<file path="config.mk">
export PLATFORM = sky130hd
export DESIGN_NAME = apb_slave_bank
export DESIGN_NICKNAME = d
export VERILOG_FILES = /design/src/rtl/apb_slave_bank.sv
export SDC_FILE = /design/constraint.sdc
export NUM_CORES = 2
export LEC_CHECK = 0
export CAP_MARGIN = 30
export CORE_MARGIN = 4
export CORE_UTILIZATION = 30
export DETAILED_ROUTE_END_ITERATION = 16
export SLEW_MARGIN = 20
export SYNTH_ARGS = -nofsm -noshare
export SYNTH_HDL_FRONTEND = slang
export SYNTH_SLANG_ARGS = --single-unit
</file>
<file path="constraint.sdc">
create_clock -name Hclk -period 156.3 [get_ports Hclk]
set_input_delay 39.075 -clock Hclk [delete_from_list [all_inputs] [get_ports Hclk]]
set_output_delay 39.075 -clock Hclk [all_outputs]
set_load 0.02 [all_outputs]
</file>
<file path="src/rtl/apb_slave_bank.sv">
// APB completer bank: NUM_SLAVES register-file peripherals of DEPTH words each.
// Programmable wait states, error response on bad select/offset, abort on select change.
module apb_slave_bank #(
   parameter int NUM_SLAVES  = 3,
   parameter int DATA_W      = 32,
   parameter int DEPTH       = 16,
   parameter int WAIT_STATES = 0,
   parameter int OFFSET_BITS = 12
) (
   input  logic                  Hclk,
   input  logic                  Hreset,
   input  logic [NUM_SLAVES-1:0] Pselx,
   input  logic                  Penable,
   input  logic                  Pwrite,
   input  logic [31:0]           Paddr,
   input  logic [DATA_W-1:0]     Pwdata,
   output logic [DATA_W-1:0]     Prdata,
   output logic                  Pready,
   output logic                  Pslverr
);

   localparam int AW = $clog2(DEPTH);

   typedef enum logic {IDLE, ACCESS} state_t;

   state_t                  state_reg, state_next;
   logic [3:0]              cnt_reg, cnt_next;
   logic [NUM_SLAVES-1:0]   sel_reg;
   logic                    write_reg;
   logic [AW-1:0]           word_reg;
   logic [DATA_W-1:0]       wdata_reg;
   logic                    err_reg;

   logic                    setup;
   logic                    multi_sel;
   logic                    addr_err;
   logic [OFFSET_BITS-1:0]  offset;
   logic [NUM_SLAVES-1:0][DATA_W-1:0] bank_rd;
   logic [DATA_W-1:0]       rd_word;
   logic                    unused_addr;

   assign offset      = Paddr[OFFSET_BITS-1:0];
   assign unused_addr = &{1'b0, Paddr[31:OFFSET_BITS]};
   // Clearing the lowest set bit leaves something only if two or more bits were set.
   assign multi_sel   = (Pselx & (Pselx - NUM_SLAVES'(1))) != '0;
   assign addr_err    = (offset[1:0] != 2'b00) || ((offset >> (AW + 2)) != '0);
   assign setup       = (state_reg == IDLE) && (|Pselx) && !Penable;

   always_comb begin
      state_next = state_reg;
      cnt_next   = cnt_reg;
      Pready     = 1'b0;
      case (state_reg)
         IDLE: begin
            if (setup) begin
               state_next = ACCESS;
               cnt_next   = 4'(WAIT_STATES);
            end
         end
         ACCESS: begin
            if (Pselx != sel_reg) begin
               state_next = IDLE;
            end else if (Penable) begin
               if (cnt_reg != 4'd0) begin
                  cnt_next = cnt_reg - 4'd1;
               end else begin
                  Pready     = 1'b1;
                  state_next = IDLE;
               end
            end
         end
         default: state_next = IDLE;
      endcase
   end

   always_ff @(posedge Hclk or posedge Hreset) begin
      if (Hreset) begin
         state_reg <= IDLE;
         cnt_reg   <= 4'd0;
         sel_reg   <= '0;
         write_reg <= 1'b0;
         word_reg  <= '0;
         wdata_reg <= '0;
         err_reg   <= 1'b0;
      end else begin
         state_reg <= state_next;
         cnt_reg   <= cnt_next;
         if (setup) begin
            sel_reg   <= Pselx;
            write_reg <= Pwrite;
            word_reg  <= Paddr[AW+1:2];
            wdata_reg <= Pwdata;
            err_reg   <= multi_sel || addr_err;
         end
      end
   end

   genvar gi;
   generate
      for (gi = 0; gi < NUM_SLAVES; gi++) begin : g_bank
         logic [DATA_W-1:0] mem_reg [DEPTH];

         always_ff @(posedge Hclk or posedge Hreset) begin
            if (Hreset) begin
               for (int i = 0; i < DEPTH; i++) begin
                  mem_reg[i] <= '0;
               end
            end else if (Pready && write_reg && !err_reg && sel_reg[gi]) begin
               mem_reg[word_reg] <= wdata_reg;
            end
         end

         assign bank_rd[gi] = sel_reg[gi] ? mem_reg[word_reg] : '0;
      end
   endgenerate

   // An error-free latched select is one-hot, so OR-ing the banks picks exactly one.
   always_comb begin
      rd_word = '0;
      for (int i = 0; i < NUM_SLAVES; i++) begin
         rd_word = rd_word | bank_rd[i];
      end
   end

   assign Prdata  = (Pready && !write_reg && !err_reg) ? rd_word : '0;
   assign Pslverr = Pready && err_reg;

endmodule

</file>
==> results by group <==
Layout
  • Share of cells above drive strength 1: 38.1%
  • Max reg flops: 1,536
  • P&R area growth vs syn: 11.8%
  • Filler cells: 23,500
  • Fin nets: 4,554
  • FF+latch area: 0.0396 mm²
  • Antenna diode count: 0
  • Multi-input logic area: 0.0318 mm²

Global route
  • GR peak layer: met2
  • Met3 Usage GRT: 2.18%
  • Met1 Usage GRT: 19.7%
  • GRT overflow: 0
  • Antenna violations before repair: 3
  • GR Layer Usage met2: 26.9%
  • First-pass GRT wire length: 298,000 µm
  • Vias in the first global route: 43,900
  • Total track usage: 15.4%
  • Largest net degree at the start of global routing: 167

CTS
  • Clk sinks: 1,582
  • Clk_lat worst skew: 0.82 ns
  • Buffer levels on the longest clock path: 3
  • Resize count post-CTS: 0
  • CTS H-tree depth: 4
  • Total CTS buffers: 161
  • Root buf cell: clkbuf_16
  • Post-CTS Setup Repair Bufs: 0
  • Clock-pin slew of the registers on the worst-case setup and hold paths: 0.06 ns
  • CTS tree: built
  • Post-CTS Hold Fix Bufs: 0

Logic synthesis
  • Avg Cell Area, Syn: 16.3 µm²
  • Synth cell types: 49
  • Mapped Cells: 4,563
  • Commonest cells in the netlist: dfrtp_1, mux2_1, mux2_2
  • Most used DFF post-synth: dfrtp_1
  • Register bit total from synthesis: 1,582
  • Ys Warns: 0
  • Yosys top cell by area: dfrtp_1
  • Share of flip-flops with an asynchronous set or reset: 100%
  • Top cells by area, synth: dfrtp_1, mux4_2, mux2_1
  • Synth top area share: 53.1%
  • Top-count cell post-synth: dfrtp_1
  • Syn nets: 4,635
  • Post-synthesis sequential area ratio: 53.1%
  • Post-Syn Area: 0.0745 mm²
  • Number of synthesized flops with an enable pin: 0

Detailed routing
  • Number of remaining DRC errors: 0
  • WL/cell: 25.1 µm
  • Via/cell ratio: 5.09
  • Initial DRC Count: 2,634
  • DR vias: 40,400
  • Final wirelength: 199,000 µm
  • TritonRoute pass-1 iters: 5
  • Post-route ant nets: 0

Worst setup path
  • CP max-delay cell: a41oi_1
  • R2R Path End: g_bank[0].mem_reg[293]
  • Req. time, crit path: 117.22 ns
  • Reg2reg setup slack: 149.65 ns
  • Reg2reg path depth: 9
  • Max incr delay on CP: 0.83 ns
  • Crit-path max FO: 32
  • Type of destination of the critical path: output port
  • CP Buf/Inv Count: 3
  • Crit path DAT: 42.69 ns
  • Top cell by count, worst path: clkdlybuf4s50_1
  • Worst reg2reg path startpoint: word_reg[1]
  • WS Path Type: in -> out
  • Critical path, cell by cell: clkdlybuf4s50_1, xnor2_1, and4_4, nand3_2, buf_4, a41oi_1, clkdlybuf4s50_1
  • CP top delay family: buffers and inverters
  • Startpoint Class: primary input

Timing
  • Max-slew headroom: 30.8%
  • Max-slew violations: 0
  • Final setup violation count: 0
  • Worst slew pin tran: 1.04 ns
  • Worst Clk Skew: 0.0355 ns
  • Fmax achieved: 0.0122 GHz
  • Endpoints failing hold: 0
  • Final period utilization: 52.3%
  • Post-route setup slack: 74.54 ns
  • Final min period: 81.76 ns
  • TNS Setup: 0 ns
  • RSZ-0062 raised after global routing: false

Power and ir drop
  • Combinational power share: 20.1%
  • Clock power frac: 38.3%
  • P_sw: 0.321 mW
  • Switching share of power: 31.2%
  • Sequential power share: 41.6%
  • Total power: 1.03 mW
  • P_int: 0.707 mW
  • PD cells: 12.3 mW/mm²
  • Static Leak: 41.3 nW
  • IR drop worst, VDD: 0.0106 mV

Placement
  • Post-place setup slack: 74.47 ns
  • GPL Wtd Cong: 0.732
  • Port buffer count: 84
  • Post-DP HPWL: 113,000 µm

Floorplanning
  • Initial core utilization: 30.2%
  • Core area: 0.247 mm²
  • Die ar.: 0.257 mm²
  • Die W: 506 µm
  • Rows: 182
  • Io pins: 105
  • Overall die height: 506 µm

Status
  • Status: complete, no violations

Min path
  • Hold_sp: g_bank[2].mem_reg[263]
  • Worst hold path endpoint: g_bank[2].mem_reg[263]
  • Cell count of the worst hold path: 1
  • Worst min-delay path class: reg -> reg

Flow run
  • Max Cap Violations: 0
[metrics by stage]
stage | util [%] | cell area, µm² | cells | hold slack (ns)
finish | 33.8 | 83300 | 7925 | 0.484
global route | 33.8 | 83300 | 7925 | 0.496
CTS | 33.7 | 83100 | 7915 | 0.489
detailed placement | 31.5 | 77700 | 7621 | 0.475
global placement | 31.4 | 77500 | 7614 | 0.463
floorplan | - | 74500 | 4563 | 0.453
[layer usage]
layer  vias to the layer above  wire (µm)
li1                      16900          -
met1                     22300      85100
met2                       845     100000
met3                       315       7420
met4                         0       5920
met5                         -          0
[worst max path at each step]
stage	startpoint	end	slack (ns)	cells past startpoint
after floorplan	Hreset	cnt_reg[0]	72.59	1
after CTS	Pselx[1]	Prdata[31]	74.48	7
after detailed placement	Pselx[1]	Prdata[31]	74.47	7
final	Pselx[0]	Prdata[31]	74.54	7
after global routing	Pselx[1]	Prdata[31]	74.42	7
after global placement	Pselx[0]	Prdata[31]	74.42	7
[logic make-up (layout without fill, tap and decap cells)]
family | Yosys count | count (layout) | synth area share [%]
simple gates | 138 | 138 | 2.16
mux | 2028 | 2028 | 37.0
xor+xnor | 3 | 3 | 0.0353
flops | 1582 | 1582 | 53.1
compound gates | 327 | 327 | 3.34
buf+inv | 484 | 534 | 4.31
fa+ha+maj | 1 | 1 | 0.0168
[power groups by stage]
stage	Sequential, mW	Clock, mW	Combinational [mW]
2_1_floorplan	0.432	0	0.146
3_3_place_gp	0.435	0	0.203
3_5_place_dp	0.435	0	0.208
4_1_cts	0.427	0.404	0.208
5_1_grt	0.428	0.419	0.220
6_report	0.427	0.393	0.207
[cell usage in the layout (no fill, tap or decap), types with 3 or more instances in the layout]
| cell type | count |
|---|---|
| dfrtp_1 | 1578 |
| mux2_1 | 643 |
| mux2_2 | 592 |
| mux2_4 | 345 |
| mux4_2 | 322 |
| clkbuf_16 | 166 |
| mux2i_1 | 126 |
| a22o_1 | 124 |
| buf_4 | 124 |
| a22oi_1 | 94 |
| clkdlybuf4s50_1 | 84 |
| o21ai_0 | 64 |
| nand4_4 | 47 |
| clkbuf_8 | 44 |
| clkbuf_1 | 35 |
| a41oi_1 | 33 |
| nand3_1 | 31 |
| clkinv_2 | 31 |
| buf_16 | 13 |
| buf_12 | 9 |
| nand2b_1 | 7 |
| nor2_2 | 7 |
| bufinv_16 | 7 |
| inv_1 | 6 |
| nor2_4 | 5 |
| nor3_4 | 5 |
| nor2_1 | 5 |
| nor2b_4 | 5 |
| inv_6 | 5 |
| nand2_1 | 4 |
| a21oi_1 | 4 |
| clkinv_8 | 4 |
| xnor2_1 | 3 |
| buf_6 | 3 |
[cell type report]
type | count | area share (%)
Timing Repair Buffer | 233 | 2.81
Sequential cell | 1582 | 47.5
Clock inverter | 49 | 0.614
Clock buffer | 245 | 5.87
Multi-Input combinational cell | 2497 | 38.2
Inverter | 7 | 0.0405
Tap cell | 3312 | 4.97
(Power assumes the default switching activity.)
